**src/rtl/soc_console_status_mon.sv**
```systemverilog
// Passive AXI write-path sniffer: mailbox console characters into a FIFO,
// end-of-test magic detection on writeback, and a retire watchdog.
module soc_console_status_mon #(
  parameter logic [31:0] CONSOLE_ADDR = 32'h01ff_fff0,
  parameter int          FIFO_DEPTH   = 16,
  parameter int          WD_CYCLES    = 50000,
  parameter logic [63:0] PASS_MAGIC   = 64'h0000_0004_4433_3222,
  parameter logic [63:0] FAIL_MAGIC   = 64'h0000_0023_8234_8720
) (
  input  logic                          clk,
  input  logic                          rst,
  input  logic                          awvalid,
  input  logic                          awready,
  input  logic [31:0]                   awaddr,
  input  logic [3:0]                    awlen,
  input  logic                          wvalid,
  input  logic                          wready,
  input  logic                          wlast,
  input  logic [15:0]                   wstrb,
  input  logic [127:0]                  wdata,
  input  logic                          retire0,
  input  logic                          retire1,
  input  logic                          wb_vld0,
  input  logic [63:0]                   wb_data0,
  input  logic                          wb_vld1,
  input  logic [63:0]                   wb_data1,
  output logic                          char_valid,
  output logic [7:0]                    char_data,
  input  logic                          char_ready,
  output logic [$clog2(FIFO_DEPTH):0]   fifo_count,
  output logic                          ovf_flag,
  output logic                          proto_err,
  output logic                          test_done,
  output logic                          test_pass,
  output logic                          wd_timeout
);
  localparam int PW = $clog2(FIFO_DEPTH);
  localparam int CW = PW + 1;
  localparam int WW = $clog2(WD_CYCLES);
  localparam logic [WW-1:0] WD_LAST = WW'(WD_CYCLES - 1);

  typedef enum logic {IDLE, DATA} state_t;

  state_t        state, state_nx;
  logic [31:0]   addr_q, cur_addr;
  logic [3:0]    len_q, cur_len;
  logic          aw_hs, w_hs, beat, proto_hit;
  logic          lane_ok, push, push_ok, pop, full;
  logic [7:0]    lane_byte;
  logic [7:0]    mem [FIFO_DEPTH];
  logic [PW-1:0] wr_ptr, rd_ptr;
  logic [WW-1:0] win_cnt;
  logic          seen, wd_last, wd_fire, pass_m, fail_m;
  logic          unused_wdata;

  assign aw_hs = awvalid & awready;
  assign w_hs  = wvalid & wready;
  assign unused_wdata = ^{wdata[127:104], wdata[95:72], wdata[63:40], wdata[31:8]};

  always_ff @(posedge clk or posedge rst) begin
    if (rst) begin
      state  <= IDLE;
      addr_q <= '0;
      len_q  <= '0;
    end else begin
      state <= state_nx;
      if (state == IDLE && aw_hs) begin
        addr_q <= awaddr;
        len_q  <= awlen;
      end
    end
  end

  // A W beat coinciding with the AW handshake uses the incoming AW fields.
  always_comb begin
    state_nx  = state;
    beat      = 1'b0;
    proto_hit = 1'b0;
    cur_addr  = addr_q;
    cur_len   = len_q;
    case (state)
      IDLE: begin
        if (aw_hs) begin
          cur_addr = awaddr;
          cur_len  = awlen;
          beat     = w_hs;
          if (!(w_hs && wlast)) state_nx = DATA;
        end else if (w_hs) begin
          proto_hit = 1'b1;
        end
      end
      DATA: begin
        beat = w_hs;
        if (w_hs && wlast) state_nx = IDLE;
      end
      default: state_nx = IDLE;
    endcase
  end

  always_comb begin
    lane_ok   = 1'b1;
    lane_byte = wdata[7:0];
    case (wstrb)
      16'h000f: lane_byte = wdata[7:0];
      16'h00f0: lane_byte = wdata[39:32];
      16'h0f00: lane_byte = wdata[71:64];
      16'hf000: lane_byte = wdata[103:96];
      default:  lane_ok   = 1'b0;
    endcase
  end

  assign push       = beat && (cur_len == 4'd0) && (cur_addr == CONSOLE_ADDR) && lane_ok;
  assign char_valid = (fifo_count != '0);
  assign full       = (fifo_count == CW'(FIFO_DEPTH));
  assign pop        = char_valid & char_ready;
  assign push_ok    = push & (!full | pop);
  assign char_data  = char_valid ? mem[rd_ptr] : 8'h00;

  always_ff @(posedge clk) begin
    if (push_ok) mem[wr_ptr] <= lane_byte;
  end

  always_ff @(posedge clk or posedge rst) begin
    if (rst) begin
      wr_ptr     <= '0;
      rd_ptr     <= '0;
      fifo_count <= '0;
      ovf_flag   <= 1'b0;
      proto_err  <= 1'b0;
    end else begin
      if (push_ok) wr_ptr <= wr_ptr + PW'(1);
      if (pop)     rd_ptr <= rd_ptr + PW'(1);
      case ({push_ok, pop})
        2'b10:   fifo_count <= fifo_count + CW'(1);
        2'b01:   fifo_count <= fifo_count - CW'(1);
        default: fifo_count <= fifo_count;
      endcase
      if (push && !push_ok) ovf_flag  <= 1'b1;
      if (proto_hit)        proto_err <= 1'b1;
    end
  end

  // Retirement in the last window cycle still counts for that window.
  assign wd_last = (win_cnt == WD_LAST);
  assign wd_fire = wd_last && !(seen || retire0 || retire1);
  assign pass_m  = (wb_vld0 && wb_data0 == PASS_MAGIC) || (wb_vld1 && wb_data1 == PASS_MAGIC);
  assign fail_m  = (wb_vld0 && wb_data0 == FAIL_MAGIC) || (wb_vld1 && wb_data1 == FAIL_MAGIC);

  always_ff @(posedge clk or posedge rst) begin
    if (rst) begin
      win_cnt    <= '0;
      seen       <= 1'b0;
      wd_timeout <= 1'b0;
      test_done  <= 1'b0;
      test_pass  <= 1'b0;
    end else begin
      win_cnt <= wd_last ? '0 : win_cnt + WW'(1);
      seen    <= wd_last ? 1'b0 : (seen | retire0 | retire1);
      if (wd_fire) wd_timeout <= 1'b1;
      if (!test_done) begin
        if (pass_m || fail_m) begin
          test_done <= 1'b1;
          test_pass <= pass_m & ~fail_m;
        end else if (wd_fire) begin
          test_done <= 1'b1;
          test_pass <= 1'b0;
        end
      end
    end
  end
endmodule

```
**config.mk**
```make
export PLATFORM = sky130hd
export DESIGN_NAME = soc_console_status_mon
export DESIGN_NICKNAME = d
export VERILOG_FILES = /design/src/rtl/soc_console_status_mon.sv
export SDC_FILE = /design/constraint.sdc
export NUM_CORES = 1
export LEC_CHECK = 0
export CAP_MARGIN = 10
export CORE_MARGIN = 5
export CORE_UTILIZATION = 45
export CTS_CLUSTER_SIZE = 14
export DETAILED_ROUTE_END_ITERATION = 10
export DONT_BUFFER_PORTS = 1
export HOLD_SLACK_MARGIN = 0.12
export MAX_ROUTING_LAYER = met4
export PLACE_DENSITY = 0.63
export SYNTH_ARGS = -nofsm -noshare
export SYNTH_HDL_FRONTEND = slang
export SYNTH_SLANG_ARGS = --single-unit
```
**constraint.sdc**
```tcl
create_clock -name clk -period 3.1 [get_ports clk]
set_input_delay 0.62 -clock clk [delete_from_list [all_inputs] [get_ports clk]]
set_output_delay 0.62 -clock clk [all_outputs]
set_load 0.01 [all_outputs]
```
==> summary.md <==
| Metric | Value |
|---|---|
| Outcome | `finished, final reports clean` |
| Worst setup margin | `0.0576 ns` |
| Arrival time worst endpoint | `2.42 ns` |
| Fin Hold WS | `0.288 ns` |
| Switching power as a share of total power | `0.228` |
| Setup repair after global routing missed its margin | `true` |
| First-pass iteration count of the detailed router | `5` |
| Effective utilization at floorplan | `0.460` |
| Htree depth | `4` |
| Worst-path maximum fanout | `12` |
| TritonCTS clock tree | `built` |
| Slew of the pin with the lowest slew margin | `0.773 ns` |
| Adder-cell share of the synthesized area | `0.0147` |
| Post-detailed-route wirelength per cell | `24.9 um` |
| Worst-case clock skew | `0.0110 ns` |
| Netlist cell types | `51` |
| Depth of the worst register-to-register path | `12` |
| Total die area | `0.0230 mm^2` |
| Total clock buffers created by CTS | `17` |
| Leading cell type in the layout, fill and taps excluded | `nand2_1` |
| Syn Inst Count | `659` |
| Number of enable-type register cells in the synthesized netlist | `128` |
| Insertion delay of the later-clocked pin in the worst-skew pair | `0.43 ns` |
| Worst hold path depth | `2` |
| Worst setup path class | `reg2out` |
| Number of max-slew violations in the final report | `0` |
| Largest buffer count on any clock path | `2` |
| Int Power | `0.00428 W` |
| All-Layer GR Usage | `0.228` |
| Power share of the sequential group | `0.544` |
| Comb power frac | `0.044` |
| Highest Clock Rate | `0.329 GHz` |
| Worst Setup End Kind | `primary output` |
| Vias | `5857` |
| Total met3 wirelength after detailed routing | `1770 um` |
| Final Routed Wirelength | `24600 um` |
| Net switching component of the power | `0.00126 W` |
| M1 wire length | `9920 um` |
| Root buffer selected by CTS | `clkbuf_16` |
| Vertical die dimension | `152 um` |
| Crit path time final | `3.04 ns` |
| Leak | `3.87 nW` |
| Kind of start point of the critical path | `flip-flop` |
| Count of yosys warnings during synthesis | `0` |
| Complex-gate fraction of the synthesized area | `0.0258` |
| Net count, final | `1037` |
| Area share of and/or/nand/nor cells after synthesis | `0.191` |
| MaxCap Viol Count | `0` |
| Synth-to-Final Area Change | `19.2%` |
| Number of antenna violations at the first check in global routing | `2` |
| Number of DRC markers in iteration 0 | `262` |
| Share of the cycle needed by the critical path after routing | `0.981` |
| Gpl congestion | `0.926` |
| Power Density | `515 mW/mm^2` |
| Number of hold-slack violations in the final timing report | `0` |
| Die width | `152 um` |
| Worst rel slew slack | `0.481` |
| Highest layer used for signal routing | `met4` |
| Global-route wire length before repair | `37200 um` |
| Maximum number of pins on one net before global-route repair | `36` |
| Number of global-route vias before repair | `6179` |
| Average cell area after synthesis | `13.7 um^2` |
| Commonest cells after routing, fill and taps aside | `nand2_1 (139), edfxtp_1 (128), dfrtp_1 (71), mux4_2 (40), buf_4 (36)` |
| Top flip-flop cell by instance count after synthesis | `edfxtp_1` |
| Standard-cell row count | `51` |
| Share of final-layout standard cells stronger than drive strength 1 | `0.226` |
| Class of the most critical hold timing path | `in2reg` |
| Utilization after layout | `0.548` |
| Met2 wirelength from detailed routing | `12600 um` |
| Seq cells post-synth | `200` |
| Power share of the clock group | `0.412` |
| Total overflow reported by the global router | `0` |
| Share of synthesized flip-flops with an asynchronous set or reset | `0.360` |
| Data required time of the worst path | `2.48 ns` |
| Post-Syn Area | `0.00901 mm^2` |
| CTS clk-pin slew, worst paths | `0.07 ns` |
| Core ar. | `0.0196 mm^2` |
| Final setup vio count | `0` |
| Post-detailed-route via-to-cell ratio | `5.92` |
| I/O pins | `339` |
| Filler cell count in the final layout | `1602` |
| IR drop worst, VDD | `387 uV` |
| Mux cell area share after synthesis | `0.104` |
| Setup slack at placement | `-0.374 ns` |
| Input/output buffers | `0` |
| Part of the Yosys area used for sequential elements | `0.627` |
| Antenna violation net count after detailed routing | `0` |
| Final HPWL DP | `19200 um` |
| Number of nets in the synthesized netlist | `989` |
| Clock sink total | `200` |
| Parity-gate share of the synthesized area counting xor and xnor cells | `0.0233` |
| Largest family of logic cells by synthesized area | `simple AND/OR/NAND/NOR gates` |
| Drc violations | `0` |
==> power groups by stage <==
| stage | clock network (W) | registers [W] | logic (W) |
|---|---|---|---|
| 2_1_floorplan | 0 | 0.00305 | 0.000174 |
| 3_3_place_gp | 0 | 0.00306 | 0.000214 |
| 3_5_place_dp | 0 | 0.00307 | 0.000234 |
| 4_1_cts | 0.00232 | 0.00301 | 0.000237 |
| 5_1_grt | 0.00244 | 0.00302 | 0.000279 |
| 6_report | 0.00228 | 0.00301 | 0.000243 |
==> worst max-delay path, cell delays in order, from the launching register on <==
cell,delay [ns]
dfrtp_4,0.51
buf_12,0.18
mux4_2,0.55
mux4_2,0.52
and2_1,0.22
==> cell usage after synthesis (all sizes together), types with 8 or more instances <==
cell type,count,area share
ha,9,0.012
or4b,8,0.0089
nor2,27,0.011
xor2,8,0.0078
dfrtp,72,0.20
nand3,12,0.0067
nor4,41,0.034
nand2,139,0.058
inv,11,0.0046
nand4,22,0.015
nor4b,13,0.013
and2,9,0.0062
buf,8,0.0033
nor3,12,0.0067
a222oi,8,0.0089
mux4,40,0.10
clkbuf,16,0.0067
edfxtp,128,0.43
xnor2,16,0.016
==> metrics by stage <==
stage,std cells,power (W),cell area [um^2],TNS (ns)
global placement,951,0.00327,10000,-34.73
global route,989,0.00574,10700,-0.118
CTS,985,0.00557,10700,0
floorplan,659,0.00322,9250,-32.00
finish,989,0.00554,10700,0
detailed placement,951,0.00330,10000,-39.10
==> worst paths after layout <==
| kind | endpoint | slack [ns] | from |
|---|---|---|---|
| worst max-delay path | char_data[2] | 0.06 | rd_ptr[0] |
| worst min-delay path | addr_q[17] | 0.29 | awaddr[17] |
| worst max register to register | fifo_count[4] | 0.08 | len_q[1] |
| worst min register to register | win_cnt[0] | 0.46 | win_cnt[0] |
| max in group asynchronous | addr_q[3] | 1.66 | rst |
| min in group asynchronous | win_cnt[6] | 0.65 | rst |
==> timing repair <==
item | 4_1_cts | 5_1_grt
gates resized for setup | 6 | 10
hold endpoints to repair | 20 | 0
setup endpoints to repair | 97 | 90
buffers inserted | 1 | 0
pin swaps | 0 | 2
hold buffers | 1 | 0
==> sequential cells by signal (all words and copies together), names as in the netlist <==
register    count
wr_ptr          4
state           1
wd_timeout      1
fifo_count      5
test_done       1
proto_err       1
ovf_flag        1
seen            1
addr_q         32
len_q           4
rd_ptr          4
mem           128
test_pass       1
win_cnt        16
==> routing by layer <==
metal | global-route usage | vias up
met3 | 0.0711 | 16
met2 | 0.378 | 200
met4 | 0.0481 | 0
met1 | 0.280 | 3003
met5 | - | -
li1 | - | 2638
==> kinds of logic after synthesis <==
| logic type | Yosys count |
|---|---|
| mux | 43 |
| flops | 200 |
| buf+inv | 35 |
| xor+xnor | 24 |
| compound gates | 30 |
| fa+ha+maj | 10 |
| simple gates | 317 |
==> layout make-up <==
| cell class | count | area, um^2 | area share |
|---|---|---|---|
| repair buffers | 53 | 592 | 0.0551 |
| flip-flops and latches | 200 | 5650 | 0.526 |
| clock buffers | 18 | 429 | 0.0400 |
| multi-input cells | 424 | 3510 | 0.327 |
| diodes | 4 | 10.0 | 0.000932 |
| inverters | 11 | 41.3 | 0.00384 |
| clock inverters | 14 | 178 | 0.0165 |
| well taps | 265 | 332 | 0.0309 |
No activity file was read; power rests on OpenSTA's default activity.
